--- src/rtl/decode_sequencer_if.sv ---
// decode_sequencer_if: slice request, VLD handshakes and sequencer status between a controller and the decode sequencer
interface decode_sequencer_if;
  logic slice_start;
  logic [31:0] block_num;
  logic dc_coef_valid;
  logic ac_coef_valid;
  logic ac_eos;
  logic busy;
  logic dc_vld_enable;
  logic [31:0] dc_vld_counter;
  logic ac_vld_enable;
  logic [31:0] ac_vld_counter;
  logic idct_start;
  logic [31:0] idct_block_counter;
  logic slice_done;
  logic slice_error;
  logic [31:0] sequence_counter;
  modport master (
    output slice_start, block_num, dc_coef_valid, ac_coef_valid, ac_eos,
    input busy, dc_vld_enable, dc_vld_counter, ac_vld_enable, ac_vld_counter,
    input idct_start, idct_block_counter, slice_done, slice_error, sequence_counter
  );
  modport slave (
    input slice_start, block_num, dc_coef_valid, ac_coef_valid, ac_eos,
    output busy, dc_vld_enable, dc_vld_counter, ac_vld_enable, ac_vld_counter,
    output idct_start, idct_block_counter, slice_done, slice_error, sequence_counter
  );
endinterface

--- src/rtl/decode_sequencer.sv ---
// decode_sequencer: handshake-driven slice sequencer running DC VLD, AC VLD, then paced IDCT block starts
module decode_sequencer #(
  parameter int BLOCK_NUM_MAX = 32,
  parameter int IDCT_TIME = 12
) (
  input logic clock,
  input logic reset,
  decode_sequencer_if.slave bus
);
  typedef enum logic [2:0] {IDLE, DC, AC, IDCT, DONE} state_t;
  state_t state_q, state_d;
  logic [31:0] bn_q, bn_d, dc_q, dc_d, ac_q, ac_d, blk_q, blk_d, tmr_q, tmr_d, seq_q, seq_d;
  logic start_q, start_d, err_q, err_d;
  logic bn_ok, accept, ac_hit, tick, last;
  always_comb begin
    bn_ok = bus.block_num != 32'd0 && bus.block_num <= 32'(BLOCK_NUM_MAX);
    accept = state_q == IDLE && bus.slice_start && bn_ok;
    ac_hit = bus.ac_coef_valid && ac_q == bn_q * 32'd63 - 32'd1;
    tick = tmr_q == 32'(IDCT_TIME - 1);
    last = blk_q == bn_q - 32'd1;
    state_d = state_q;
    bn_d = bn_q;
    dc_d = dc_q;
    ac_d = ac_q;
    blk_d = blk_q;
    tmr_d = 32'd0;
    start_d = 1'b0;
    err_d = bus.slice_start && !accept;
    case (state_q)
      IDLE: if (accept) begin
        state_d = DC;
        bn_d = bus.block_num;
        dc_d = 32'd0;
        ac_d = 32'd0;
        blk_d = 32'd0;
      end
      DC: if (bus.dc_coef_valid) begin
        dc_d = dc_q + 32'd1;
        state_d = dc_q == bn_q - 32'd1 ? AC : DC;
      end
      AC: begin
        ac_d = bus.ac_coef_valid ? ac_q + 32'd1 : ac_q;
        if (ac_hit || bus.ac_eos) begin
          state_d = IDCT;
          start_d = 1'b1;
        end
      end
      IDCT: begin
        // the timer wraps every IDCT_TIME cycles; each wrap either starts the next block or finishes
        tmr_d = tick ? 32'd0 : tmr_q + 32'd1;
        state_d = tick && last ? DONE : IDCT;
        start_d = tick && !last;
        blk_d = tick && !last ? blk_q + 32'd1 : blk_q;
      end
      default: state_d = IDLE;
    endcase
    seq_d = (state_q == IDLE || state_d == IDLE) ? 32'd0 : seq_q + {31'd0, ~&seq_q};
  end
  always_ff @(posedge clock) begin
    if (reset) begin
      state_q <= IDLE;
      bn_q <= '0;
      dc_q <= '0;
      ac_q <= '0;
      blk_q <= '0;
      tmr_q <= '0;
      seq_q <= '0;
      start_q <= 1'b0;
      err_q <= 1'b0;
    end else begin
      state_q <= state_d;
      bn_q <= bn_d;
      dc_q <= dc_d;
      ac_q <= ac_d;
      blk_q <= blk_d;
      tmr_q <= tmr_d;
      seq_q <= seq_d;
      start_q <= start_d;
      err_q <= err_d;
    end
  end
  assign bus.busy = state_q != IDLE;
  assign bus.dc_vld_enable = state_q == DC;
  assign bus.ac_vld_enable = state_q == AC;
  assign bus.slice_done = state_q == DONE;
  assign bus.dc_vld_counter = dc_q;
  assign bus.ac_vld_counter = ac_q;
  assign bus.idct_start = start_q;
  assign bus.idct_block_counter = blk_q;
  assign bus.slice_error = err_q;
  assign bus.sequence_counter = seq_q;
endmodule

--- src/flat_wrapper.sv ---
// flat-port wrapper written by rule: the top's interface ports become plain ports
module decode_sequencer_flat 
#(
  parameter int BLOCK_NUM_MAX = 32,
  parameter int IDCT_TIME = 12
)
  (clock, reset, bus_slice_start, bus_block_num, bus_dc_coef_valid, bus_ac_coef_valid, bus_ac_eos, bus_busy, bus_dc_vld_enable, bus_dc_vld_counter, bus_ac_vld_enable, bus_ac_vld_counter, bus_idct_start, bus_idct_block_counter, bus_slice_done, bus_slice_error, bus_sequence_counter);
  decode_sequencer_if bus_i ();
  input logic clock;
  input logic reset;
  input wire logic [$bits(bus_i.slice_start)-1:0] bus_slice_start;
  input wire logic [$bits(bus_i.block_num)-1:0] bus_block_num;
  input wire logic [$bits(bus_i.dc_coef_valid)-1:0] bus_dc_coef_valid;
  input wire logic [$bits(bus_i.ac_coef_valid)-1:0] bus_ac_coef_valid;
  input wire logic [$bits(bus_i.ac_eos)-1:0] bus_ac_eos;
  output wire logic [$bits(bus_i.busy)-1:0] bus_busy;
  output wire logic [$bits(bus_i.dc_vld_enable)-1:0] bus_dc_vld_enable;
  output wire logic [$bits(bus_i.dc_vld_counter)-1:0] bus_dc_vld_counter;
  output wire logic [$bits(bus_i.ac_vld_enable)-1:0] bus_ac_vld_enable;
  output wire logic [$bits(bus_i.ac_vld_counter)-1:0] bus_ac_vld_counter;
  output wire logic [$bits(bus_i.idct_start)-1:0] bus_idct_start;
  output wire logic [$bits(bus_i.idct_block_counter)-1:0] bus_idct_block_counter;
  output wire logic [$bits(bus_i.slice_done)-1:0] bus_slice_done;
  output wire logic [$bits(bus_i.slice_error)-1:0] bus_slice_error;
  output wire logic [$bits(bus_i.sequence_counter)-1:0] bus_sequence_counter;
  assign bus_i.slice_start = bus_slice_start;
  assign bus_i.block_num = bus_block_num;
  assign bus_i.dc_coef_valid = bus_dc_coef_valid;
  assign bus_i.ac_coef_valid = bus_ac_coef_valid;
  assign bus_i.ac_eos = bus_ac_eos;
  assign bus_busy = bus_i.busy;
  assign bus_dc_vld_enable = bus_i.dc_vld_enable;
  assign bus_dc_vld_counter = bus_i.dc_vld_counter;
  assign bus_ac_vld_enable = bus_i.ac_vld_enable;
  assign bus_ac_vld_counter = bus_i.ac_vld_counter;
  assign bus_idct_start = bus_i.idct_start;
  assign bus_idct_block_counter = bus_i.idct_block_counter;
  assign bus_slice_done = bus_i.slice_done;
  assign bus_slice_error = bus_i.slice_error;
  assign bus_sequence_counter = bus_i.sequence_counter;
  decode_sequencer #(.BLOCK_NUM_MAX(BLOCK_NUM_MAX), .IDCT_TIME(IDCT_TIME)) u_core (.clock(clock), .reset(reset), .bus(bus_i));
endmodule
--- config.mk ---
export PLATFORM = sky130hd
export DESIGN_NAME = decode_sequencer_flat
export DESIGN_NICKNAME = d
export VERILOG_FILES = /design/src/rtl/decode_sequencer_if.sv /design/src/rtl/decode_sequencer.sv /design/src/flat_wrapper.sv
export SDC_FILE = /design/constraint.sdc
export NUM_CORES = 1
export LEC_CHECK = 0
export CELL_PAD_IN_SITES_DETAIL_PLACEMENT = 1
export CELL_PAD_IN_SITES_GLOBAL_PLACEMENT = 2
export CORE_ASPECT_RATIO = 0.6
export CORE_MARGIN = 10
export CORE_UTILIZATION = 32
export CTS_CLUSTER_SIZE = 16
export DETAILED_ROUTE_END_ITERATION = 8
export PLACE_DENSITY = 0.87
export SKIP_LAST_GASP = 1
export SLEW_MARGIN = 25
export SYNTH_ARGS = -nofsm -noshare
export SYNTH_HDL_FRONTEND = slang
export SYNTH_SLANG_ARGS = --single-unit
--- constraint.sdc ---
create_clock -name clock -period 5.7 [get_ports clock]
set_clock_uncertainty 0.2 [all_clocks]
set_input_delay 1.14 -clock clock [delete_from_list [all_inputs] [get_ports clock]]
set_output_delay 1.14 -clock clock [all_outputs]
set_load 0.03 [all_outputs]
==> results.json, run 1 <==
{
  "outcome": "complete, no violations",
  "worst_ep_required_time_ns": 5.93,
  "crit_arrival_ns": 5.84,
  "row_count": 64,
  "cap_violations": 0,
  "firstDrtPassIters": 5,
  "syn_inst": 1935,
  "diodes": 0,
  "synthXorXnorAreaFrac_pct": 13.8,
  "worst_pin_slew_ns": 1.19,
  "layout_setup_ws_ns": 0.0873,
  "rrSetupSlack_ns": 0.09,
  "vias": 15300,
  "dieArea_um2": 61400,
  "vdd_drop_max_mv": 0.213,
  "io_buffer_count": 171,
  "clockBufferDepth": 2,
  "final_common_cell": "nor2_1",
  "hold_slack_ns": 0.280,
  "max_slew_margin_pct": 19.7,
  "start_util_pct": 32.4,
  "drt-initial-drc-count": 1032,
  "final_cell_mix": "nor2_1 (213), dfxtp_1 (177), clkdlybuf4s50_1 (171), inv_1 (168), nand2_1 (162)",
  "critPathMaxFanout": 6,
  "post-cts-setup-buffer-count": 0,
  "htreeDepth": 4,
  "powerDensity_nw_per_um2": 135,
  "die_h_um": 196,
  "cts_tree": "built",
  "start_kind": "flop",
  "detail-route-antenna-nets": 0,
  "yosys_warnings": 0,
  "wl_per_cell_um": 21.1,
  "grt_max_degree": 33,
  "crit_slowest_cell": "fa_1",
  "period_share_pct": 98.5,
  "areaGrowthSynthToFinish_pct": 25.1,
  "syn_nets": 2181,
  "routed_via_density": 5.30,
  "critical_path.endpoint_type": "flop",
  "cpMostUsedCell": "fa_1",
  "io_pins": 172,
  "grt_pass1_vias": 16000,
  "leakage_nw": 8.28,
  "final_util_pct": 40.5,
  "synth-edff-count": 0,
  "cts.clk_slew.worst_paths_ns": 0.08,
  "cts_made_buffers": 17,
  "cp_cell_sequence": "buf_4, fa_1, inv_1, fa_1, fa_1, inv_1, fa_1, ha_1, buf_4, nand4_1, nor2_1, a22oi_2, o31ai_1, a2bb2oi_1, nand4_1, nor4_2, and3_1, a41o_1",
  "place_ws_ns": -0.233,
  "drc": 0,
  "max_stage_delay_ns": 0.54,
  "dp_hpwl_mm": 50.0,
  "synth-adder-area-share_pct": 20.6,
  "synthSimpleGateAreaFrac_pct": 23.2,
  "async_flop_share_pct": 0,
  "synth-main-ff-cell": "dfxtp_1",
  "gp_congestion": 0.975,
  "die_x_um": 313,
  "grt_pass1_wl_mm": 95.4,
  "crit_buf_inv": 4,
  "antenna_found_initial": 1,
  "hold_path.class": "reg -> reg",
  "worstSetupPathType": "reg -> reg",
  "fin_area_um2": 20700,
  "cts-root-buf": "clkbuf_16",
  "max_freq_ghz": 0.178,
  "avgSynthCellArea_um2": 8.54,
  "syn-cell-area_um2": 16500,
  "grt_util_all_layers_pct": 19.7,
  "slew_viol_final": 0,
  "fin_nets": 2436,
  "core_area_um2": 51000,
  "post_dp_cell_area_um2": 19800,
  "wirelength_mm": 61.0,
  "grt-ovfl-total": 0,
  "period_needed_ns": 5.61,
  "drive_above_1_share_pct": 13.2,
  "synth_mux_area_share_pct": 1.43,
  "final_hold_viol_count": 0,
  "worstSkewPairLatency_ns": 0.48,
  "fin_setup_tns_ns": 0,
  "synthDistinctLibCells": 88,
  "ys_seq_area_share_pct": 23.9,
  "synth_compound_area_share_pct": 11.7,
  "numClockSinks": 197,
  "finalSetupViolCount": 0,
  "synth_seq_cells": 197,
  "holdBufCountCts": 0,
  "synth_top_family_by_area": "simple AND/OR/NAND/NOR gates",
  "path_delay_family": "adder cells"
}
==> logic make-up after synthesis <==
family | after synthesis
mux | 23
fa+ha+maj | 208
compound gates | 285
flops | 197
buf+inv | 232
simple gates | 750
xor+xnor | 240
==> synthesized netlist by cell type, drive strengths merged (46+ instances only) <==
cell type | count | area share, %
ha | 101 | 7.6
dfxtp | 197 | 24
o21ai | 74 | 2.4
clkbuf | 53 | 1.2
fa | 107 | 13
nand2 | 163 | 3.7
xnor2 | 100 | 5.3
nand3 | 71 | 2.1
nor2 | 214 | 4.9
a21oi | 85 | 2.9
nand4 | 49 | 1.9
xor2 | 128 | 6.8
inv | 169 | 3.8
or3 | 46 | 1.8
==> repair_timing <==
action | 4_1_cts | 5_1_grt
gates resized for setup | 8 | 69
pin swaps | 0 | 5
setup endpoints to repair | 2 | 2
==> per-stage QoR <==
stage	std cells	total power, mW
3_3_place_gp	2864	1.47
4_1_cts	2896	2.83
5_1_grt	2896	2.89
6_report	2896	2.79
2_1_floorplan	1935	1.43
3_5_place_dp	2864	1.47
==> registers in the layout, summed over array words and instances (netlist names) <==
name	cells
u_core.bus.slice_error	1
u_core.tmr_q	32
u_core.bus.ac_vld_counter	32
u_core.bus.sequence_counter	32
u_core.bus.dc_vld_counter	32
u_core.bus.idct_start	1
u_core.state_q	3
u_core.bus.idct_block_counter	32
u_core.bn_q	32
==> final timing paths <==
| kind | startpoint | end | cells after the start |
|---|---|---|---|
| setup / recovery | u_core.bn_q[9] | u_core.bus.idct_start | 18 |
| hold / removal | u_core.tmr_q[0] | u_core.tmr_q[0] | 1 |
| setup reg to reg | u_core.bn_q[9] | u_core.bus.idct_start | 18 |
| hold reg to reg | u_core.tmr_q[0] | u_core.tmr_q[0] | 1 |
==> routing by layer <==
layer	global-route usage (%)	part of all wire, %	up-vias
met5	1.70	0.28	-
met4	3.78	1.2	6
met3	4.77	6.8	44
met2	29.7	43	388
met1	27.9	49	7740
li1	-	-	7167
==> report_power, final <==
part,switching (mW),internal [mW]
combinational,0.0311,0.0279
clock,0.652,0.709
sequential,0.0000991,1.37
==> layout make-up <==
cell class,count,area (um2)
Clock buffer,19,433
Clock inverter,13,188
Fill cell,5988,30300
Inverter,169,638
Multi-Input combinational cell,1506,11900
Sequential cell,197,3970
Tap cell,693,867
Timing Repair Buffer,299,2670
==> worst register-to-register path, cell delays in order, from the launching register on <==
cell and delay, ns:
dfxtp_1 0.36, buf_4 0.18, fa_1 0.50, inv_1 0.05
fa_1 0.46, fa_1 0.54, inv_1 0.05, fa_1 0.45
ha_1 0.42, buf_4 0.18, nand4_1 0.12, nor2_1 0.15
a22oi_2 0.13, o31ai_1 0.46, a2bb2oi_1 0.49, nand4_1 0.22
nor4_2 0.23, and3_1 0.21, a41o_1 0.16
Power figures use the tool's default switching activity.
==> run 2: changes to the inputs <==
RECOVER_POWER = 50   (was default)
==> run 2 against run 1 <==
  * Hold slack is the same
  * Total power about the same
  * Sequential share of layout area about the same
  * Sequential power about the same
  * Largest cell class unchanged
  * Largest power group unchanged
==> results.json, run 2 (synthesized netlist as in run 1, its figures left out) <==
{
  "worst_pin_slew_ns": 1.17,
  "die_h_um": 196,
  "worst_ep_required_time_ns": 5.93,
  "start_kind": "flop",
  "critPathMaxFanout": 4,
  "final_hold_viol_count": 0,
  "vias": 15300,
  "dieArea_um2": 61400,
  "final_cell_mix": "nor2_1 (213), dfxtp_1 (177), inv_1 (168), nand2_1 (162), buf_4 (128)",
  "cellInternalPower_mw": 2.11,
  "cpMostUsedCell": "fa_1",
  "holdBufCountCts": 0,
  "crit_start": "u_core.bn_q[4]",
  "io_buffer_count": 171,
  "pwr-share-seq_pct": 49.2,
  "critical_path.endpoint_type": "flop",
  "htreeDepth": 4,
  "p_switching_uw": 682,
  "antenna_found_initial": 1,
  "final_common_cell": "nor2_1",
  "grt-ovfl-total": 0,
  "max_slew_margin_pct": 21.7,
  "leakage_nw": 8.71,
  "drt-initial-drc-count": 1031,
  "clockBufferDepth": 2,
  "period_share_pct": 97.8,
  "regArea_um2": 3970,
  "max_freq_ghz": 0.179,
  "finalSetupViolCount": 0,
  "slew_viol_final": 0,
  "grt_max_degree": 33,
  "place_inst": 2864,
  "wirelength_mm": 61.0,
  "drc": 0,
  "cp_cell_sequence": "buf_4, fa_1, inv_1, fa_1, fa_1, inv_1, fa_1, ha_1, buf_4, nand3_1, nand3_1, a221o_1, a2111oi_2, nand4b_1, nor4b_4, and3_1, a41o_1",
  "fin_setup_tns_ns": 0,
  "grt_pass1_wl_mm": 95.4,
  "swShare_pct": 24.4,
  "vdd_drop_max_mv": 0.213,
  "r2r_cells": 17,
  "grt_pass1_vias": 16000,
  "areaGrowthSynthToFinish_pct": 25.1,
  "fin_nets": 2436,
  "p_clk_share_pct": 48.7,
  "hold_path.class": "reg -> reg",
  "die_x_um": 313,
  "crit_path_end": "u_core.bus.idct_start",
  "crit_arrival_ns": 5.80,
  "detail-route-antenna-nets": 0,
  "worstSetupPathType": "reg -> reg",
  "powerDensity_nw_per_um2": 135,
  "io_pins": 172,
  "post_dp_cell_area_um2": 19800,
  "holdPathStages": 1,
  "worstSkewPairLatency_ns": 0.48,
  "multi_input_area_um2": 11900,
  "outcome": "complete, no violations",
  "wl_per_cell_um": 21.1,
  "cap_violations": 0,
  "dp_hpwl_mm": 50.0,
  "start_util_pct": 32.4,
  "crit_slowest_cell": "fa_1",
  "drive_above_1_share_pct": 13.1,
  "max_stage_delay_ns": 0.56,
  "core_area_um2": 51000,
  "diodes": 0,
  "worstReg2RegStart": "u_core.bn_q[4]",
  "cts-root-buf": "clkbuf_16",
  "row_count": 64,
  "cts.clk_slew.worst_paths_ns": 0.08,
  "routed_via_density": 5.30,
  "instances_no_fill": 2896,
  "period_needed_ns": 5.58,
  "grt_util_all_layers_pct": 19.7,
  "post-cts-setup-buffer-count": 0,
  "fin_area_um2": 20700,
  "cts_made_buffers": 17,
  "firstDrtPassIters": 6,
  "numClockSinks": 197,
  "comb_power_share_pct": 2.1,
  "gp_congestion": 0.975,
  "nFillCells": 5990,
  "rrSetupSlack_ns": 0.12,
  "crit-reg2reg-capture": "u_core.bus.idct_start",
  "cts_tree": "built"
}
==> run 2: changes by cell type in the layout (fill, tap and decap cells not counted), sizes merged <==
cell / change
clkdlybuf4s50: -123
dlygate4sd3: +123
==> run 2: worst max-delay path: cells and delay by family, from the launching register on <==
family / cells / cell delay [ns]
buffers and inverters: 4 / 0.46
adders and majority gates: 5 / 2.35
AOI/OAI and AO/OA: 3 / 0.96
and+or+nand+nor: 5 / 1.19
DFF: 1 / 0.36
==> run 2: timing repair <==
action                     CTS  global route
pin swaps                    0             5
gates resized for setup      8            69
setup endpoints to repair    2             2
==> run 2: metrics by stage <==
step	util [%]	hold slack, ns	setup slack [ns]	total power [mW]
6_report	40.5	0.280	0.123	2.79
5_1_grt	40.5	0.310	-0.0405	2.89
4_1_cts	40.1	0.287	0.00657	2.83
3_5_place_dp	38.9	0.272	-0.233	1.47
3_3_place_gp	38.8	0.255	-0.260	1.47
2_1_floorplan	-	0.238	0.397	1.43
==> run 2: power groups by stage <==
stage	sequential [mW]	clock (mW)	combinational, mW
after floorplan	1.41	0	0.0181
after global placement	1.41	0	0.0576
after detailed placement	1.41	0	0.0587
after CTS	1.38	1.40	0.0590
after global routing	1.38	1.45	0.0620
final	1.37	1.36	0.0586
==> run 2: cell type report <==
type / count / share of cell area [%]
Tap cell: 693 / 4.19
Clock inverter: 13 / 0.907
Inverter: 169 / 3.09
Clock buffer: 19 / 2.09
Multi-Input combinational cell: 1506 / 57.6
Sequential cell: 197 / 19.2
Timing Repair Buffer: 299 / 12.9
==> run 2: layer usage <==
metal	wire length, um	up-vias	global-route usage, %
met5	171	-	1.70
met4	669	6	3.78
met3	4230	40	4.77
met2	26400	413	29.7
met1	29600	7717	27.9
li1	-	7166	-
==> run 2: how the worst min path moves through the flow <==
stage                          startpoint         endpoint  slack, ns
after CTS                 u_core.tmr_q[0]  u_core.tmr_q[0]       0.29
after global placement    u_core.tmr_q[0]  u_core.tmr_q[0]       0.26
after floorplan           u_core.tmr_q[0]  u_core.tmr_q[0]       0.24
after detailed placement  u_core.tmr_q[0]  u_core.tmr_q[0]       0.27
final                     u_core.tmr_q[0]  u_core.tmr_q[0]       0.28
after global routing      u_core.tmr_q[0]  u_core.tmr_q[0]       0.31
